### src/rtl/prewish5k_pkg.sv
// rtl/prewish5k_pkg.sv - shared types and widths for the blinker and its controller
// The controller derives NEWMASK_CLK_BITS from the blinker prescaler width kept here.
package prewish5k_pkg;

  typedef enum logic {
    IDLE = 1'b0,
    RUN  = 1'b1
  } state_e;

  localparam int MASK_W = 8;
  localparam int IDX_W  = 3;

  localparam int BLINKY_MASK_CLK_BITS_DEF = 19;
  localparam int NEWMASK_CLK_BITS_DEF     = BLINKY_MASK_CLK_BITS_DEF + 7;

  localparam logic [IDX_W-1:0] IDX_MSB = 3'd7;
  localparam logic [IDX_W-1:0] IDX_LSB = 3'd0;

endpackage

### src/rtl/prewish5k_prescaler.sv
// rtl/prewish5k_prescaler.sv - free-running counter with enable, synchronous clear and tick
// o_tick flags the all-ones count; the counter then wraps to zero on its own.
module prewish5k_prescaler #(
  parameter int WIDTH = 19
) (
  input  logic i_clk,
  input  logic i_rst,
  input  logic i_en,
  input  logic i_clr,
  output logic o_tick
);

  logic [WIDTH-1:0] r_count;

  always_ff @(posedge i_clk) begin
    if (i_rst) begin
      r_count <= '0;
    end else if (i_clr) begin
      r_count <= '0;
    end else if (i_en) begin
      r_count <= r_count + 1'b1;
    end
  end

  assign o_tick = i_en & (&r_count);

endmodule

### src/rtl/prewish5k_mask_blinker.sv
// rtl/prewish5k_mask_blinker.sv - strobe-loaded 8-bit LED blink mask player, MSB first
// PREWISH5K_BLINKY_SYNC_LOAD_EN defers loads made while running to the next frame boundary.
module prewish5k_mask_blinker
  import prewish5k_pkg::*;
#(
  parameter int BLINKY_MASK_CLK_BITS = BLINKY_MASK_CLK_BITS_DEF
) (
  input  logic              CLK_I,
  input  logic              RST_I,
  input  logic              STB_I,
  input  logic [MASK_W-1:0] DAT_I,
  output logic              ACK_O,
  output logic              o_led,
  output logic              o_pending,
  output logic              o_frame
);

  state_e             r_state;
  logic               r_stb_d;
  logic               r_ack;
  logic               r_led;
  logic               r_frame;
  logic [IDX_W-1:0]   r_idx;
  logic [MASK_W-1:0]  r_active;

  logic w_accept;
  logic w_run;
  logic w_tick;
  logic w_boundary;
  logic w_clr;

  assign w_accept   = STB_I & ~r_stb_d;
  assign w_run      = (r_state == RUN);
  assign w_boundary = w_tick & (r_idx == IDX_LSB);

`ifdef PREWISH5K_BLINKY_SYNC_LOAD_EN
  assign w_clr = w_accept & ~w_run;
`else
  assign w_clr = w_accept;
`endif

  prewish5k_prescaler #(
    .WIDTH (BLINKY_MASK_CLK_BITS)
  ) u_prescaler (
    .i_clk  (CLK_I),
    .i_rst  (RST_I),
    .i_en   (w_run),
    .i_clr  (w_clr),
    .o_tick (w_tick)
  );

`ifdef PREWISH5K_BLINKY_SYNC_LOAD_EN
  logic              r_pending;
  logic [MASK_W-1:0] r_pend_mask;

  // A strobe landing on the boundary tick bypasses the pending register entirely.
  always_ff @(posedge CLK_I) begin
    if (RST_I) begin
      r_pending   <= 1'b0;
      r_pend_mask <= '0;
    end else if (w_run && w_accept && !w_boundary) begin
      r_pending   <= 1'b1;
      r_pend_mask <= DAT_I;
    end else if (w_boundary) begin
      r_pending   <= 1'b0;
    end
  end

  assign o_pending = r_pending;
`else
  assign o_pending = 1'b0;
`endif

  always_ff @(posedge CLK_I) begin
    if (RST_I) begin
      r_state  <= IDLE;
      r_stb_d  <= 1'b0;
      r_ack    <= 1'b0;
      r_led    <= 1'b0;
      r_frame  <= 1'b0;
      r_idx    <= IDX_MSB;
      r_active <= '0;
    end else begin
      r_stb_d <= STB_I;
      r_ack   <= w_accept;
      r_frame <= w_boundary;
      r_led   <= w_run & r_active[r_idx];
      case (r_state)
        IDLE: begin
          if (w_accept) begin
            r_active <= DAT_I;
            r_idx    <= IDX_MSB;
            r_state  <= RUN;
          end
        end
        RUN: begin
          if (w_boundary) begin
            r_idx <= IDX_MSB;
          end else if (w_tick) begin
            r_idx <= r_idx - 1'b1;
          end
`ifdef PREWISH5K_BLINKY_SYNC_LOAD_EN
          if (w_boundary) begin
            if (w_accept) begin
              r_active <= DAT_I;
            end else if (r_pending) begin
              r_active <= r_pend_mask;
            end
          end
`else
          if (w_accept) begin
            r_active <= DAT_I;
            r_idx    <= IDX_MSB;
          end
`endif
        end
        default: r_state <= IDLE;
      endcase
    end
  end

  assign ACK_O   = r_ack;
  assign o_led   = r_led;
  assign o_frame = r_frame;

endmodule

### config.mk
export PLATFORM = sky130hd
export DESIGN_NAME = prewish5k_mask_blinker
export DESIGN_NICKNAME = d
export VERILOG_FILES = /design/src/rtl/prewish5k_pkg.sv /design/src/rtl/prewish5k_prescaler.sv /design/src/rtl/prewish5k_mask_blinker.sv
export SDC_FILE = /design/constraint.sdc
export NUM_CORES = 1
export LEC_CHECK = 0
export ABC_AREA = 1
export CORE_ASPECT_RATIO = 0.6
export CORE_MARGIN = 8
export CORE_UTILIZATION = 42
export CTS_BUF_LIST = sky130_fd_sc_hd__clkbuf_8
export DETAILED_ROUTE_END_ITERATION = 16
export RECOVER_POWER = 100
export REMOVE_ABC_BUFFERS = 1
export SYNTH_ARGS = -nofsm -noshare
export SYNTH_HDL_FRONTEND = slang
export SYNTH_SLANG_ARGS = --single-unit
### constraint.sdc
create_clock -name CLK_I -period 1.8 [get_ports CLK_I]
set_clock_uncertainty 0.05 [all_clocks]
set_input_delay 0.27 -clock CLK_I [delete_from_list [all_inputs] [get_ports CLK_I]]
set_output_delay 0.27 -clock CLK_I [all_outputs]
set_load 0.01 [all_outputs]
# Word-level counts from Yosys, hierarchy flattened

Cells that the tools add are included.
W data, S select, Z words.

Register bits after elaboration: 35
Word-level logic and storage cells: 33
Input port bits: 11
Output and inout bits: 4

Bitwise operators: 6
Reduce and logical (&&, ||, !) cells: 4
Equal/unequal tests: 2
Add/subtract/negate cells: 2
Magnitude comparators: 1
Muxes and demuxes: 10

Operators with widths:

| kind                    | number |
|---|---|
| $add A19 B1 Y19 const B | 1 |
| $reduce_and A19 Y1      | 1 |
| $mux W3                 | 4 |
| $mux W8                 | 1 |
| $pmux W3 S2             | 1 |
| $and A1 B1 Y1           | 4 |
| $lt A3 B4 Y1 const B    | 1 |
| $ne A4 B1 Y1 const B    | 1 |
| $bmux W1 S3             | 1 |
| $logic_not A3 Y1        | 1 |
| $mux W1                 | 3 |
| $sub A3 B1 Y3 const B   | 1 |
| $ne A2 B1 Y1 const B    | 1 |
| $not A1 Y1              | 2 |
| $reduce_and A2 Y1       | 1 |
| $reduce_or A2 Y1        | 1 |

# Depth between registers and ports, before layout

Gate-level depths: netlist of the first run.

Word-level depth: 6
Gate-level depth with buffers: 9
Gate-level depth less buffers: 9

# Modules after synthesis

From an unflattened synthesis of the first run, not the netlist that was laid out.

Cells, all modules: 248
Area total of the unflattened synthesis: 1,710.4 µm²

By module, submodules not included:

| module                 | times used | area each (µm²) | cells each |
|---|---|---|---|
| prewish5k_prescaler    | 1          | 1,054.8         | 160 |
| prewish5k_mask_blinker | 1          | 655.6           | 88 |

# Worst setup path after synthesis of the first run

OpenSTA, ideal clock, no wires.

Path type: flip-flop to flip-flop
Start: reg u_prescaler.r_count[0]
End: reg r_idx[2]
Stages on the path, launching flop included: 9
Arrival time: 1.199 ns
Library setup time: 0.126 ns
Path buffers: 0
Period minus slack after synthesis: 1.375 ns
Path slack: 0.425 ns
Required time: 1.624 ns
Cell sequence: dfxtp_1 ha_1 nand2_1 nor2_8 nand2_2 nor2_4 nand3_4 nand3_1 nand3_1

Cells in the longest elaborated chain, start to end: 6
Elaborated cells between the ends (all ways): 8
Those cells by class: 1 x eq/ne; 3 x mux; 2 x bitwise; 2 x reduce/logical

RTL lines:

| what                   | line                          | RTL |
|---|---|---|
| start, declared        | prewish5k_prescaler.sv:13     | `logic [WIDTH-1:0] r_count;` |
| start signal, assigned | prewish5k_prescaler.sv:21     | `r_count <= r_count + 1'b1;` |
| $reduce_and A19 Y1 (*) | prewish5k_prescaler.sv:25     | `assign o_tick = i_en & (&r_count);` |
| $and A1 B1 Y1 (*)      | prewish5k_prescaler.sv:25     |  |
| $and A1 B1 Y1          | prewish5k_mask_blinker.sv:34  | `assign w_boundary = w_tick & (r_idx == IDX_LSB);` |
| $mux W3                | prewish5k_mask_blinker.sv:97  | `if (w_boundary) begin` |
| $mux W3                | prewish5k_mask_blinker.sv:111 | `if (w_accept) begin` |
| $pmux W3 S2            | prewish5k_mask_blinker.sv:88  | `case (r_state)` |
| end signal, assigned   | prewish5k_mask_blinker.sv:100 | `r_idx <= r_idx - 1'b1;` |
| end, declared          | prewish5k_mask_blinker.sv:23  | `logic [IDX_W-1:0] r_idx;` |

Mark *: on every way between the ends. The rest lies on a longest branch, timed or not.
A chain may end at the register's enable or synchronous reset.

==> results of run 1 <==
==> cell type report <==
type | instances | share of cell area [%]
flip-flops and latches | 35 | 36.77
inverters | 28 | 5.515
multi-input cells | 150 | 40.84
well taps | 47 | 3.086
clock buffers | 6 | 4.334
clock inverters | 2 | 1.838
repair buffers | 16 | 7.617
==> worst max-delay path, cell delays in order, from the launching register on <==
cell and delay [ps]:
dfxtp_1 510, nand2_4 110, nor2_1 250, nand2_1 160, nor3_1 230, nand2_1 80
a21oi_1 130
==> placed cells by master, fill, tap and decap left out, drive strengths merged <==
| cell | n |
|---|---|
| nand2 | 50 |
| dfxtp | 35 |
| nor2 | 33 |
| inv | 27 |
| o21ai | 14 |
| nand3 | 14 |
| a21oi | 12 |
| nor3 | 11 |
| clkdlybuf4s50 | 9 |
| clkbuf | 8 |
| dlygate4sd3 | 4 |
| ha | 3 |
| a22o | 2 |
| xnor2 | 2 |
| o211ai | 2 |
| clkinv | 2 |
| nand4 | 1 |
| and2 | 1 |
| o21a | 1 |
| xor2 | 1 |
| nor3b | 1 |
| a31oi | 1 |
| conb | 1 |
| bufinv | 1 |
| buf | 1 |
==> Yosys cell counts <==
| master | n |
|---|---|
| ha_1 | 3 |
| conb_1 | 1 |
| o21ai_0 | 13 |
| nor2_2 | 4 |
| buf_4 | 2 |
| clkbuf_2 | 1 |
| nor3_2 | 2 |
| nand3_2 | 1 |
| clkbuf_1 | 1 |
| nand2_4 | 1 |
| inv_1 | 25 |
| nand2_2 | 2 |
| nand3_1 | 12 |
| nand3_4 | 1 |
| clkinv_1 | 1 |
| a21oi_2 | 1 |
| nor2_8 | 1 |
| nor2_1 | 25 |
| o21a_1 | 1 |
| nand4_1 | 1 |
| o21ai_1 | 1 |
| nor2_4 | 3 |
| a21oi_1 | 11 |
| xnor2_1 | 2 |
| a22o_1 | 2 |
| inv_2 | 2 |
| nor3b_1 | 1 |
| dfxtp_1 | 35 |
| buf_2 | 2 |
| nor3_1 | 8 |
| o211ai_1 | 2 |
| a31oi_1 | 1 |
| nand2_1 | 47 |
| and2_1 | 1 |
| nor3_4 | 1 |
| xor2_1 | 1 |
==> routing by layer <==
layer  up-vias  track usage (%)  wire length, µm
li1        732                -                -
met1       558            16.84             1930
met2        35            13.03             1049
met3         7            4.233              237
met4         0            5.714               65
met5         -                0                0
==> worst paths after layout <==
| check | from | endpoint | cells past startpoint |
|---|---|---|---|
| min reg2reg | r_active[4]$_SDFFE_PP0P_ | r_active[4]$_SDFFE_PP0P_ | 2 |
| min | r_active[4]$_SDFFE_PP0P_ | r_active[4]$_SDFFE_PP0P_ | 2 |
| max | r_state$_SDFF_PP0_ | u_prescaler.r_count[11]$_SDFFE_PP0P_ | 6 |
| max reg2reg | r_state$_SDFF_PP0_ | u_prescaler.r_count[11]$_SDFFE_PP0P_ | 6 |
==> state kept, by name (all words and copies together) (netlist names) <==
| signal | count |
|---|---|
| o_frame | 1 |
| r_state | 1 |
| r_idx | 3 |
| r_active | 8 |
| u_prescaler.r_count | 19 |
| ACK_O | 1 |
| r_stb_d | 1 |
| o_led | 1 |
==> cells by family after synthesis <==
kind of cell | synth area share (%)
and+or+nand+nor | 33.87
DFF | 42.62
buffers and inverters | 8.447
AOI/OAI and AO/OA | 10.96
xor gates and xnor gates | 1.598
adders and majority gates | 2.283
other | 0.2281
==> per-stage QoR <==
step	total power (W)	hold WS, ps
after floorplan	0.0008749	289.1
after global placement	0.0009268	388.7
after detailed placement	0.0009266	389.7
after CTS	0.001679	404.5
after global routing	0.001726	429.4
final	0.001649	406.2
==> power groups by stage <==
stage	registers (W)	clock network, W	logic [W]
2_1_floorplan	0.000824	0	0.0000506
3_3_place_gp	0.000828	0	0.0000989
3_5_place_dp	0.000827	0	0.0000993
4_1_cts	0.000809	0.000769	0.0000999
5_1_grt	0.000812	0.000808	0.000106
6_report	0.000810	0.000746	0.0000930
==> out/metrics.cfg, run 1 <==
[status]
status = completed

[floorplan]
core-area_um2 = 3701
start_util_pct = 44.42
die-area_um2 = 6238
die_w_um = 96.77
dieHeight_um = 64.47
ios = 15
std_cell_rows = 17

[placement]
dp_cells = 276
dp_hpwl_mm = 2.472
portBuffers = 13
placed_cell_area_um2 = 1822
pre_cts_ws_ps = 101.5
routabilityCongestion = 0.7954

[sta]
tns_ps = 0
hold_viol = 0
grt_setup_unrepaired = false
setup_ws_ps = 229.0
drv_slew = 0
post-route-period-util_pct = 87.28
fmax_mhz = 636.5
tightest_slew_ps = 610.4
relSlewSlack_pct = 59.16
finalCriticalPeriod_ps = 1571
finalSetupViolCount = 0

[pwr]
power_density_nw_per_um2 = 865.4
cellInternalPower_w = 0.001287
p_sw_w = 0.0003625
p_clk_share_pct = 45.3
switching_share_pct = 21.98
peakVddDrop_uv = 575.3
p_seq_share_pct = 49.1
combPwrFrac_pct = 5.6
p_leak_nw = 0.7773

[logic_synthesis]
synth-seq-area-share_pct = 42.62
syn_inst = 219
synth.avg_cell_area_um2 = 7.507
synthTopCellsByArea = dfxtp_1 (43%), nand2_1 (11%), inv_1 (5.7%), nor2_1 (5.7%), o21ai_0 (4.0%)
synth-seq-cells = 35
netlist.top_cell.by_area = dfxtp_1
synth_cell_types = 36
syn-cell-area_um2 = 1644
yosysWarnings = 0
synth_top_area_share_pct = 42.62

[routing]
post_drt_wl_per_cell_um = 11.56
drt_iter0_drc = 73
dr.pass1.iters = 4
dr_total_vias = 1332
avgViaCountPerCell = 4.690
drc = 0
wl_mm = 3.282
route.antenna.remaining_nets = 0

[clocking]
clk_latency_ps = 300
holdBufCountCts = 0
cts_tree = yes
postCtsSetupBuffers = 0
cts_htree_levels = 2
root_buffer = clkbuf_8
clkSinkCount = 35
path_clk_slew_ps = 80
cts_made_buffers = 5
cts-resized-gates = 0
clk_path_buf_depth = 2

[layout]
ff_latch_area_um2 = 700.7
post-route-cell-area_um2 = 1906
drive_gt1_share_pct = 9.283
nFillCells = 393
area_delta_synth_final_pct = 15.91
multi_input_area_um2 = 778.2
fin_cells = 284
fin_util_pct = 51.49
diodes = 0
final_nets = 250

[worst_setup_path]
regToRegSetupSlack_ps = 230
critPathRequiredTime_ps = 1980
crit_path_end_kind = register
critPathMaxFanout = 7
critPathLaunchType = register
path_class = reg2reg
cp.arrival_ps = 1750

[global_route]
grt_pass1_vias = 1162
antenna_found_initial = 0
grt_usage_pct = 11.28
grt_pass1_wl_mm = 5.671
grt_overflow = 0
grt_max_degree = 13

[run]
maxCapViolCount = 0

[min_path]
hold_path.class = reg2reg

(Power assumes the default switching activity.)
==> run 2, diff against run 1 <==
CAP_MARGIN = 20   (was default)
CORE_UTILIZATION = 45   (was 42)
==> run 2 against run 1 <==
Flip-flop and latch count is the same; worst hold slack lost 1.8 ps; design area grew 0.92%; clock-buffer cell count is the same; register-to-register slack is essentially flat; global-route usage grew 1.4 points; routed wire length grew 2.1%; worst setup slack lost 9.9 ps; utilization grew 2.0 points; sequential power is essentially flat; final cell count shrank 0.35%; via count grew 0.45%; critical path type is now in2reg.
==> out/metrics.cfg, run 2 (synthesis results as in run 1) <==
[floorplan]
die-area_um2 = 5907
ios = 15
start_util_pct = 45.74
core-area_um2 = 3595
dieHeight_um = 62.82
die_w_um = 94.04
std_cell_rows = 17

[clocking]
cts_tree = yes
cts_made_buffers = 5
root_buffer = clkbuf_8
postCtsSetupBuffers = 0
clk_path_buf_depth = 2
holdBufCountCts = 0
cts-resized-gates = 0
clk_latency_ps = 290
cts_htree_levels = 2
path_clk_slew_ps = 70
clkSinkCount = 35

[layout]
top_regs = u_prescaler.r_count (19), r_active (8), r_idx (3)
final_nets = 249
final_common_cell = nand2_1
drive_gt1_share_pct = 10.59
diodes = 0
largest_reg_flops = 19
area_delta_synth_final_pct = 16.97
largest-register = u_prescaler.r_count
fin_cells = 283
layout_common_cells = nand2_1 (48), dfxtp_1 (35), inv_1 (26), nor2_1 (26), o21ai_0 (13)

[status]
status = completed

[pwr]
peakVddDrop_uv = 438.7
total_power_w = 0.001641
p_leak_nw = 0.7981
power_density_nw_per_um2 = 853.2

[run]
maxCapViolCount = 0

[worst_setup_path]
crit_chain = dlygate4sd3_1, inv_1, nor2_1, nor2_4, inv_1, a21oi_1, o21a_1
critPathLaunchType = input port
critPathMaxFanout = 12
crit_path_max_incr_delay_ps = 530
cpMaxStageDelayCell = dlygate4sd3_1
cpMostUsedCell = inv_1
crit_path_end_kind = register
critPathRequiredTime_ps = 1990
cp_num_buf_inv = 3
cp.arrival_ps = 1770
cpLargestDelayFamily = buffers and inverters
path_class = in2reg

[sta]
hold_viol = 0
drv_slew = 0
grt_setup_unrepaired = false
fmax_mhz = 632.6
finalSetupViolCount = 0
finalCriticalPeriod_ps = 1581
post-route-period-util_pct = 87.83
tns_ps = 0

[routing]
avgViaCountPerCell = 4.728
dr_total_vias = 1338
dr.pass1.iters = 4
route.antenna.remaining_nets = 0
drt_iter0_drc = 77
drc = 0
post_drt_wl_per_cell_um = 11.84
wl_mm = 3.352

[min_path]
hold_path.class = reg2reg

[global_route]
antenna_found_initial = 0
grt_pass1_vias = 1288
grt_max_degree = 13
grt_overflow = 0
grt_usage_pct = 12.67
grt_pass1_wl_mm = 5.878

[placement]
dp_hpwl_mm = 2.566
portBuffers = 13
dp_cells = 275
routabilityCongestion = 0.8066

==> run 2: final timing paths <==
| kind | from | end | slack (ps) | cells past startpoint |
|---|---|---|---|---|
| worst min register to register | r_active[4]$_SDFFE_PP0P_ | r_active[4]$_SDFFE_PP0P_ | 400 | 2 |
| worst min-delay path | r_active[4]$_SDFFE_PP0P_ | r_active[4]$_SDFFE_PP0P_ | 400 | 2 |
| worst max-delay path | STB_I | u_prescaler.r_count[12]$_SDFFE_PP0P_ | 220 | 7 |
| worst max register to register | u_prescaler.r_count[0]$_SDFFE_PP0P_ | r_idx[1]$_SDFFE_PP1P_ | 240 | 8 |
==> run 2: stage by stage <==
stage / worst slack (ps) / utilization [%] / instance area (µm²) / hold slack, ps
after floorplan: 420.8 / - / 1610 / 289.1
after global placement: 110.8 / 50.47 / 1814 / 383.2
after detailed placement: 86.73 / 50.47 / 1814 / 387.7
after CTS: 236.5 / 53.74 / 1932 / 403.5
after global routing: 85.29 / 53.50 / 1923 / 423.6
final: 219.1 / 53.50 / 1923 / 404.4
==> run 2: area by class of cell <==
| type | count | area, µm² |
|---|---|---|
| well taps | 47 | 58.81 |
| flip-flops and latches | 35 | 700.7 |
| fillers | 357 | 1672 |
| clock inverters | 2 | 35.03 |
| clock buffers | 6 | 82.58 |
| repair buffers | 15 | 145.1 |
| multi-input cells | 150 | 795.8 |
| inverters | 28 | 105.1 |
==> run 2: worst register-to-register path, delay by kind of cell (launching register included) <==
kind,cells,cell delay (ps)
AND/OR/NAND/NOR,7,800
adder cells (fa/ha/maj),1,220
flip-flops,1,380
==> run 2: power by group <==
part	switching (W)	total, W	internal (W)
logic	0.0000501	0.0000951	0.0000450
registers	0.0000158	0.000810	0.000794
clock network	0.000288	0.000735	0.000448
==> run 2: metal layers <==
metal  track usage (%)  share of wire, %  vias to the layer above
li1                  -                 -                      723
met1             17.14                55                      586
met2             16.87                39                       25
met3             5.635               5.3                        4
met4             4.715               1.3                        0
met5                 0                 0                        -
